`config.mk`:
```
export PLATFORM = sky130hd
export DESIGN_NAME = quad_gray_decoder_flat
export DESIGN_NICKNAME = d
export VERILOG_FILES = /design/src/rtl/quad_gray_if.sv /design/src/rtl/quad_gray_decoder.sv /design/src/flat_wrapper.sv
export SDC_FILE = /design/constraint.sdc
export NUM_CORES = 1
export LEC_CHECK = 0
export BUFFER_PORTS_ARGS = -buffer_cell sky130_fd_sc_hd__buf_2
export CAP_MARGIN = 0
export CORE_UTILIZATION = 50
export CTS_CLUSTER_DIAMETER = 200
export CTS_CLUSTER_SIZE = 28
export DETAILED_ROUTE_END_ITERATION = 8
export PLACE_DENSITY = 0.71
export SLEW_MARGIN = 20
export SYNTH_ARGS = -nofsm -noshare
export SYNTH_HDL_FRONTEND = slang
export SYNTH_SLANG_ARGS = --single-unit
```
`constraint.sdc`:
```
create_clock -name clk -period 3.8 [get_ports clk]
set_input_delay 0.57 -clock clk [delete_from_list [all_inputs] [get_ports clk]]
set_output_delay 0.57 -clock clk [all_outputs]
set_load 0.02 [all_outputs]
```
`src/rtl/quad_gray_if.sv`:
```
// quad_gray_if: encoder inputs, clear and decoded position outputs of quad_gray_decoder
// master: drives enc_a/enc_b/clr and observes results; slave: the decoder
interface quad_gray_if #(parameter int BITS = 8);
    logic            enc_a;
    logic            enc_b;
    logic            clr;
    logic [BITS-1:0] pos;
    logic [BITS-1:0] pos_gray;
    logic            step;
    logic            dir;
    logic            err;
    modport master (output enc_a, enc_b, clr, input pos, pos_gray, step, dir, err);
    modport slave  (input enc_a, enc_b, clr, output pos, pos_gray, step, dir, err);
endinterface

```
`src/rtl/quad_gray_decoder.sv`:
```
// quad_gray_decoder: debounced quadrature decoder with binary and Gray-coded position
// clk, rst         : clock, asynchronous active-high reset
// bus.enc_a/enc_b  : raw quadrature channels (asynchronous, may bounce)
// bus.clr          : synchronous clear of pos and err
// bus.pos/pos_gray : step count modulo 2^BITS and its Gray code
// bus.step/dir/err : one-cycle step pulse, last direction (1 = up), sticky illegal-transition flag
module quad_gray_decoder #(
    parameter int BITS       = 8,
    parameter int DEB_CYCLES = 16
) (
    input logic      clk,
    input logic      rst,
    quad_gray_if.slave bus
);
    logic [1:0]      s1, s2, acc, prev, fill, idx_c, idx_p, d;
    logic [15:0]     cnt [2];
    logic            primed, settled, up, dn, bad;
    logic [BITS-1:0] pos;
    always_ff @(posedge clk or posedge rst) begin
        if (rst) begin
            s1   <= '0;
            s2   <= '0;
            fill <= '0;
        end else begin
            s1   <= {bus.enc_a, bus.enc_b};
            s2   <= s1;
            fill <= {fill[0], 1'b1};
        end
    end
    always_ff @(posedge clk or posedge rst) begin
        if (rst) begin
            acc <= '0;
            for (int i = 0; i < 2; i++) cnt[i] <= '0;
        end else begin
            for (int i = 0; i < 2; i++) begin
                if (s2[i] == acc[i]) cnt[i] <= '0;
                else if (cnt[i] == 16'(DEB_CYCLES - 1)) begin
                    acc[i] <= ~acc[i];
                    cnt[i] <= '0;
                end else cnt[i] <= cnt[i] + 16'd1;
            end
        end
    end
    // Map the Gray pair {A,B} to a position 0..3 so the step is a modulo-4 difference:
    // 1 = up, 3 = down, 2 = both bits flipped (illegal).
    assign idx_c = {acc[1], acc[1] ^ acc[0]};
    assign idx_p = {prev[1], prev[1] ^ prev[0]};
    assign d     = idx_c - idx_p;
    assign up    = primed && d == 2'd1;
    assign dn    = primed && d == 2'd3;
    assign bad   = primed && d == 2'd2;
    // Priming waits until the synchronizers hold real input samples and both accepted
    // levels agree with them, so an encoder parked away from 00 during reset is adopted
    // as the starting pair instead of being decoded as a 00->11 error.
    assign settled = fill[1] && s2 == acc;
    always_ff @(posedge clk or posedge rst) begin
        if (rst) begin
            prev    <= '0;
            primed  <= 1'b0;
            pos     <= '0;
            bus.step <= 1'b0;
            bus.dir  <= 1'b0;
            bus.err  <= 1'b0;
        end else begin
            prev     <= acc;
            primed   <= primed || settled;
            bus.step <= !bus.clr && (up || dn);
            if (bus.clr) begin
                pos     <= '0;
                bus.err <= 1'b0;
            end else begin
                if (up || dn) begin
                    pos     <= up ? pos + BITS'(1) : pos - BITS'(1);
                    bus.dir <= up;
                end
                if (bad) bus.err <= 1'b1;
            end
        end
    end
    assign bus.pos      = pos;
    assign bus.pos_gray = pos ^ (pos >> 1);
endmodule

```
`src/flat_wrapper.sv`:
```
// flat-port wrapper written by rule: the top's interface ports become plain ports
module quad_gray_decoder_flat 
#(
    parameter int BITS       = 8,
    parameter int DEB_CYCLES = 16
)
  (clk, rst, bus_enc_a, bus_enc_b, bus_clr, bus_pos, bus_pos_gray, bus_step, bus_dir, bus_err);
  quad_gray_if #(.BITS(BITS)) bus_i ();
  input logic clk;
  input logic rst;
  input wire logic [$bits(bus_i.enc_a)-1:0] bus_enc_a;
  input wire logic [$bits(bus_i.enc_b)-1:0] bus_enc_b;
  input wire logic [$bits(bus_i.clr)-1:0] bus_clr;
  output wire logic [$bits(bus_i.pos)-1:0] bus_pos;
  output wire logic [$bits(bus_i.pos_gray)-1:0] bus_pos_gray;
  output wire logic [$bits(bus_i.step)-1:0] bus_step;
  output wire logic [$bits(bus_i.dir)-1:0] bus_dir;
  output wire logic [$bits(bus_i.err)-1:0] bus_err;
  assign bus_i.enc_a = bus_enc_a;
  assign bus_i.enc_b = bus_enc_b;
  assign bus_i.clr = bus_clr;
  assign bus_pos = bus_i.pos;
  assign bus_pos_gray = bus_i.pos_gray;
  assign bus_step = bus_i.step;
  assign bus_dir = bus_i.dir;
  assign bus_err = bus_i.err;
  quad_gray_decoder #(.BITS(BITS), .DEB_CYCLES(DEB_CYCLES)) u_core (.clk(clk), .rst(rst), .bus(bus_i));
endmodule
```
======== Yosys cells after proc, flatten, opt, wreduce, memory -nomap -nowiden ========
Cells that the tools add are included.
Widths: inputs -> output; s select.
operators by class
  equality and inequality tests ........... 8
  bitwise operators ....................... 8
  $add $sub $neg .......................... 5
  multiplexer cells ....................... 9
  reductions and logical operators ........ 13
operator list
  cell                   count
  $mux 16                4
  $add 16x1->16 const B  2
  $eq 16x4->1 const B    2
  $mux 8                 3
  $add 8x1->8 const B    1
  $sub 8x1->8 const B    1
  $xor 8x7->8            1
  $reduce_and 2->1       3
  $logic_and 1x1->1      5
  $not 1->1              5
  $eq 2x2->1 const B     2
  $reduce_bool 2->1      2
  $eq 1x1->1             2
  $eq 2x1->1 const B     1
  $eq 2x2->1             1
  $logic_or 1x1->1       2
  $mux 1                 2
  $sub 2x2->2            1
  $xor 1x1->1            2
  $logic_not 1->1        1
word-level totals
  register bits ........................... 54
  bits of input ports ..................... 5

======== Longest topological paths before layout ========
Gate-level depths: netlist of the first run.
  word-level depth ........................ 7
  depth in mapped cells ................... 12
  gate-level depth less buffers ........... 12

======== Worst setup path after synthesis of the first run ========
No wires, ideal clock.
  path type ............................... register to register
  from .................................... register u_core.acc[1]
  to ...................................... register u_core.pos[7], in the netlist u_core.bus.pos[7]
  setup slack ............................. 0.993 ns
  period minus slack after synthesis ...... 2.807 ns
  library setup time ...................... 0.128 ns
  cell stages (with the launch flop) ...... 12
  arrival time ............................ 2.680 ns
  path through ............................ dfrtp_1 xnor2_1 ha_1 nand2b_1 buf_2 or2_4 ha_1 o211ai_1 o211ai_1 o21ai_4 mux2i_1 mux2_1
between the ends
  cells in the longest elaborated chain, start to end .. 7
  elaborated cells on any way between the ends .. 11
  those cells by class .................... 1 x add/sub; 2 x eq/ne; 3 x mux; 1 x bitwise; 4 x reduce/logical
RTL lines
  item                               line                     RTL
  from (decl)                        quad_gray_decoder.sv:15  logic [1:0] s1, s2, acc, prev, fill, idx_c, idx_p, d;
  from (signal, indexed assignment)  quad_gray_decoder.sv:38  acc[i] <= ~acc[i];
  $xor 1x1->1                        quad_gray_decoder.sv:46  assign idx_c = {acc[1], acc[1] ^ acc[0]};
  $sub 2x2->2 (*)                    quad_gray_decoder.sv:48  assign d = idx_c - idx_p;
  $eq 2x1->1                         quad_gray_decoder.sv:49  assign up = primed && d == 2'd1;
  $logic_and 1x1->1                  quad_gray_decoder.sv:49
  $mux 8                             quad_gray_decoder.sv:73  pos <= up ? pos + BITS'(1) : pos - BITS'(1);
  $mux 8                             quad_gray_decoder.sv:72  if (up || dn) begin
  $mux 8                             quad_gray_decoder.sv:68  if (bus.clr) begin
  to (signal assigned)               quad_gray_decoder.sv:73
  to (decl)                          quad_gray_decoder.sv:18  logic [BITS-1:0] pos;
Every way passes the cells marked *; elsewhere a longest branch is shown, timed or not. The select of a mux whose other input is x is not followed.
A chain may end at the register's enable or synchronous reset.

======== Worst setup path after layout of the first run ========
Ends and elaborated chain as after synthesis.

==> results.yml, run 1 <==
layout:
  fill_cells: 457
  final_cells: 360
  antenna_cells: 0
  fin_util: 0.577
  synthToLayoutAreaGrowth_pct: 10.4
  design_area_sq_mm: 0.00298
  drive_above_1_share: 0.141
  final_nets: 304
sta:
  rsz0062_at_grt: "no"
  finClkSkew_ps: 12.4
  layout_setup_ws_ps: 768
  setup-tns-final_ps: 0
  timing.fmax_ghz: 0.330
  tightest_slew_ps: 599
  hold_viol: 0
  finalSetupViolations: 0
  fin_crit_sh: 0.798
  max-slew-margin-rel: 0.600
  slew_viol_final: 0
  whs_ps: 247
  period_minus_slack_ps: 3030
route:
  drt_iter0_drc: 112
  wl_mm: 4.45
  antenna_left: 0
  avgRoutedWirePerCell_um: 12.4
  drtPass1Iterations: 4
  via_per_inst: 5.27
  vias: 1897
  drt_drc_violations_left: 0
global_routing:
  gr-usage-met2: 0.289
  grt_pass1_wl_mm: 7.76
  grt-busiest-layer: "met2"
  grt_max_degree: 34
  grtUsageTotal: 0.181
  antenna_found_initial: 0
  grt_pass1_vias: 1733
  overflow: 0
  use_met1: 0.253
  met3_usage: 0.0317
worst_setup_path:
  worstPathArrival_ps: 3220
  startpoint_type: "flop"
  worstSetupPathType: "reg2reg"
  cp.required_ps: 3990
  critPathLaunch: "u_core.acc[1]$_DFFE_PP0P_"
  cp-end-kind: "flop"
  cp_max_fo: 10
  reg2reg_from: "u_core.acc[1]$_DFFE_PP0P_"
clock_network:
  htreeDepth: 2
  cts_tree: "built"
  cts_hold_buffers: 0
  clk-insertion-delay-late_ps: 310
  clk_path_buf_depth: 2
  cts_root_buf: "clkbuf_8"
  numCtsBuffers: 5
  postCtsSetupRepairBufs: 0
  path_clk_slew_ps: 100
  cts.repair.resized: 0
  clock_sinks: 54
synth:
  avgSynthCellArea_sq_um: 10.3
  synth.distinct_cells: 40
  synth_area_sq_mm: 0.00270
  synth_edf_count: 0
  yosysWarnings: 0
  async_flop_share: 1.00
  netlist_instances: 263
  synthFlopType: "dfrtp_1"
  ys_ff_latch: 54
  syn-num-nets: 278
  yosysSeqAreaShare: 0.500
placement:
  gp_congestion: 0.865
  dpl_worst_slack_ps: 776
  io_buffers: 23
  place_inst: 352
  post-dp-hpwl_mm: 3.22
  dpl_cell_area_sq_mm: 0.00289
power_and_ir_drop:
  p_per_area_mw_per_mm2: 322
  power.leakage_nw: 1.42
  vdd.ir_drop.worst_uv: 239
  total_power_mw: 0.960
status:
  status: "finished clean"
floorplanning:
  ios: 24
  rows: 26
  die_h_um: 75.5
  die_w_um: 75.5
  core_area_sq_mm: 0.00517
  die_area_sq_mm: 0.00570
  start_util: 0.522
run:
  drv_cap: 0
worst_hold_path:
  hp-class: "in2async"
final timing paths:
check	endpoint	depth (start not counted)	slack, ps
max in group asynchronous	u_core.primed$_DFF_PP0_	3	2770
min reg2reg	u_core.s2[1]$_DFF_PP0_	0	350
min in group clk	u_core.s2[1]$_DFF_PP0_	0	350
max reg2reg	u_core.bus.pos[7]$_DFFE_PP0P_	10	770
min	u_core.cnt[26]$_DFF_PP0_	2	250
max	u_core.bus.pos[7]$_DFFE_PP0P_	10	770
final cells by class:
type	count	area [sq um]	share of cell area
sequential	54	1350	0.453
timing repair buffer	25	130	0.0436
inverter	6	22.5	0.00755
tap	70	87.6	0.0294
multi-input combinational	197	1300	0.435
clock inverter	3	25.0	0.00839
clock buffer	5	68.8	0.0231
power by group:
part	total, mW	internal [mW]	switching [mW]
clock network	0.326	0.133	0.192
logic	0.0430	0.0132	0.0299
registers	0.591	0.584	0.00768
synth_stat cells, types with 2 or more instances:
| cell | instances | area, sq um |
|---|---|---|
| dfrtp_1 | 54 | 1350 |
| nor2_1 | 42 | 158 |
| xor2_1 | 27 | 236 |
| nand2_1 | 20 | 75.1 |
| xnor2_1 | 18 | 158 |
| nand3_1 | 14 | 70.1 |
| ha_1 | 9 | 113 |
| and3_1 | 8 | 50.1 |
| a21oi_1 | 6 | 30.0 |
| inv_1 | 6 | 22.5 |
| nand4_1 | 6 | 37.5 |
| nor4_1 | 6 | 37.5 |
| nor3_1 | 5 | 25.0 |
| and2_1 | 3 | 18.8 |
| buf_2 | 3 | 15.0 |
| nor2b_1 | 3 | 18.8 |
| o211ai_1 | 3 | 22.5 |
| a21o_1 | 2 | 15.0 |
| a31oi_1 | 2 | 12.5 |
| clkbuf_1 | 2 | 7.51 |
| mux2_2 | 2 | 22.5 |
| nor4b_2 | 2 | 30.0 |
| o21a_1 | 2 | 15.0 |
| o21ai_0 | 2 | 10.0 |
placed cells by master (no fill, tap or decap), drive strengths merged, types with 2 or more instances in the layout:
cell / count
a211oi: 2
a21oi: 6
o21ai: 3
xnor2: 18
nor4b: 3
a31oi: 2
nand4: 6
inv: 7
nor2b: 3
nor4: 6
buf: 25
xor2: 27
nor3: 5
o21a: 2
ha: 9
nand3: 14
a21o: 2
nand2: 20
and3: 8
clkbuf: 5
dfrtp: 54
o211ai: 3
nor2: 42
mux2: 3
and2: 3
worst max-delay path, stage by stage (launching register included):
cell and delay (ps):
dfrtp_1 460, xnor2_1 160, ha_1 320, nand2b_1 290
or2_4 360, ha_1 340, o211ai_1 210, o211ai_1 150
o21ai_4 90, mux2i_1 220, mux2_1 340
layer usage:
layer | vias up | wire length (um)
li1 | 940 | -
met1 | 923 | 2270
met2 | 30 | 1990
met3 | 4 | 134
met4 | 0 | 47
met5 | - | 0
kinds of logic (layout without fill, tap and decap cells):
kind of cell / after synthesis / after routing / share of synthesized area
and+or+nand+nor: 114 / 114 / 0.207
muxes: 4 / 4 / 0.0162
AOI/OAI and AO/OA: 23 / 23 / 0.0611
xor gates and xnor gates: 45 / 45 / 0.146
DFF: 54 / 54 / 0.500
buffers and inverters: 12 / 39 / 0.0194
adders and majority gates: 10 / 10 / 0.0491
other: 1 / 1 / 0.00139
state kept, by name, indices dropped and copies added (netlist names):
register / count
u_core.prev: 2
u_core.s2: 2
u_core.primed: 1
u_core.bus.dir: 1
u_core.bus.err: 1
u_core.bus.step: 1
u_core.fill: 2
u_core.bus.pos: 8
u_core.cnt: 32
u_core.s1: 2
u_core.acc: 2
(Power assumes the default switching activity.)
==> run 2: changes to the inputs <==
==> constraint.sdc (replaced) <==
create_clock -name clk -period 2.9 [get_ports clk]
set_input_delay 0.435 -clock clk [delete_from_list [all_inputs] [get_ports clk]]
set_output_delay 0.435 -clock clk [all_outputs]
set_load 0.02 [all_outputs]
==> run 2 against run 1 <==
Effect of this change:
- wire length is 4.0% higher
- via count rose by 1.3%
- critical endpoint unchanged
- maximum frequency increased by 8.6%
- highest routed layer unchanged
- die area did not move
- sequential power rose by 31%
- clock skew shrank 5.4 ps
- non-clock buffer count is 4 higher
- flip-flop and latch count did not move
- core utilization increased by 1.7 points
- final cell count is 1.1% higher
- cell area grew 2.9%
- global-route usage decreased by 0.42 points
==> results.yml, run 2 (synthesized netlist as in run 1, its figures left out) <==
clock_network:
  clk_path_buf_depth: 2
  clk-insertion-delay-late_ps: 300
  numCtsBuffers: 5
  clock_sinks: 54
  path_clk_slew_ps: 90
  cts_root_buf: "clkbuf_8"
  htreeDepth: 2
  cts_tree: "built"
  cts_hold_buffers: 0
worst_setup_path:
  cp_slowest_cell: "dfrtp_1"
  crit_family: "adder cells"
  startpoint_type: "flop"
  reg2reg_depth: 10
  critPathBufInv: 0
  worstSetupPathType: "reg2reg"
  cp_max_fo: 8
  critical_path_depth: 10
  cp_cell_sequence: "xnor2_1 -> ha_2 -> nand2b_1 -> or2_4 -> ha_4 -> o211ai_1 -> o211ai_1 -> o21ai_4 -> mux2i_1 -> mux2_1"
  worstPathArrival_ps: 2980
  rr_endpoint: "u_core.bus.pos[7]$_DFFE_PP0P_"
  reg2reg_from: "u_core.acc[1]$_DFFE_PP0P_"
  cp.required_ps: 3090
  endpoint: "u_core.bus.pos[7]$_DFFE_PP0P_"
  cpPeakStageDelay_ps: 400
  critPathLaunch: "u_core.acc[1]$_DFFE_PP0P_"
  cp-end-kind: "flop"
  r2r_slack_ps: 110
  path_common_cell: "o211ai_1"
layout:
  fill_cells: 432
  drive_above_1_share: 0.170
  final_common_cell: "dfrtp_1"
  reg_top3: "u_core.cnt: 32 flops, u_core.bus.pos: 8 flops"
  final_cells: 364
  final_nets: 308
  fin_util: 0.594
  mostFrequentLayoutCells: "dfrtp_1 (54), nor2_1 (42), xor2_1 (27), buf_2 (23), nand2_1 (20)"
  largest_register: "u_core.cnt"
  largest_reg_flops: 32
  synthToLayoutAreaGrowth_pct: 13.7
  antenna_cells: 0
sta:
  fin_crit_sh: 0.962
  timing.fmax_ghz: 0.358
  slew_viol_final: 0
  hold_viol: 0
  max-slew-margin-rel: 0.553
  rsz0062_at_grt: "no"
  period_minus_slack_ps: 2790
  finClkSkew_ps: 7.04
  finalSetupViolations: 0
  tightest_slew_ps: 670
  setup-tns-final_ps: 0
  layout_setup_ws_ps: 109
route:
  drt_iter0_drc: 67
  wl_mm: 4.63
  drt_drc_violations_left: 0
  drtPass1Iterations: 4
  antenna_left: 0
  via_per_inst: 5.28
  avgRoutedWirePerCell_um: 12.7
  vias: 1922
placement:
  post-dp-hpwl_mm: 3.15
  place_inst: 355
  dpl_worst_slack_ps: 80.7
  gp_congestion: 0.776
  io_buffers: 23
power_and_ir_drop:
  total_power_mw: 1.26
  vdd.ir_drop.worst_uv: 337
  p_per_area_mw_per_mm2: 410
  power.leakage_nw: 1.45
run:
  drv_cap: 0
global_routing:
  antenna_found_initial: 0
  grt_max_degree: 55
  grt_pass1_vias: 1701
  overflow: 0
  grt_pass1_wl_mm: 7.52
  grtUsageTotal: 0.177
floorplanning:
  start_util: 0.522
  die_h_um: 75.5
  ios: 24
  die_area_sq_mm: 0.00570
  rows: 26
  die_w_um: 75.5
  core_area_sq_mm: 0.00517
worst_hold_path:
  min_path_cells: 1
  hp-class: "in2reg"
status:
  status: "finished clean"
## run 2: cell types whose count changed in the layout (fill, tap and decap cells not counted), sizes merged
cell / previous run / this run
buf: 25 / 29
clkbuf: 5 / 7
clkinvlp: 1 / 0
inv: 7 / 6
## run 2: report_power, final
group	total (mW)	internal (mW)	switching [mW]
registers	0.775	0.765	0.00995
logic	0.0572	0.0178	0.0394
clock network	0.426	0.193	0.233
total	1.26	0.976	0.283
## run 2: how the worst min path moves through the flow
stage	startpoint	to	slack [ps]
after detailed placement	u_core.s1[0]$_DFF_PP0_	u_core.s2[0]$_DFF_PP0_	340
after global placement	u_core.fill[0]$_DFF_PP0_	u_core.fill[1]$_DFF_PP0_	330
after CTS	bus_enc_a	u_core.s1[1]$_DFF_PP0_	220
final	bus_enc_a	u_core.s1[1]$_DFF_PP0_	230
after global routing	bus_enc_b	u_core.s1[0]$_DFF_PP0_	210
after floorplan	u_core.fill[0]$_DFF_PP0_	u_core.fill[1]$_DFF_PP0_	330
## run 2: area by class of cell
cell class | count | area [sq um] | share of cell area
Multi-Input combinational cell | 197 | 1360 | 0.442
Sequential cell | 54 | 1350 | 0.440
Timing Repair Buffer | 29 | 160 | 0.0521
Tap cell | 70 | 87.6 | 0.0285
Clock buffer | 7 | 86.3 | 0.0281
Inverter | 6 | 22.5 | 0.00733
Clock inverter | 1 | 5.00 | 0.00163
## run 2: metrics by stage
step,hold slack (ps),area (sq um)
after CTS,223,3000
after detailed placement,336,2910
after floorplan,331,2700
after global placement,332,2910
after global routing,215,3070
final,235,3070
## run 2: worst register-to-register path, stage by stage, from the launching register on
cell	delay [ps]
dfrtp_1	400
xnor2_1	200
ha_2	320
nand2b_1	170
or2_4	310
ha_4	310
o211ai_1	110
o211ai_1	280
o21ai_4	90
mux2i_1	170
mux2_1	340
## run 2: what timing repair did
item                       CTS  global route
setup endpoints to repair    0             3
gates resized for setup      0             8
setup buffers                0             1
## run 2: per-layer routing
layer	share of wire	vias up	track usage
met3	0.033	6	0.0437
met1	0.49	931	0.232
met5	0	-	0
met4	0.012	0	0.0658
met2	0.46	33	0.287
li1	-	952	-
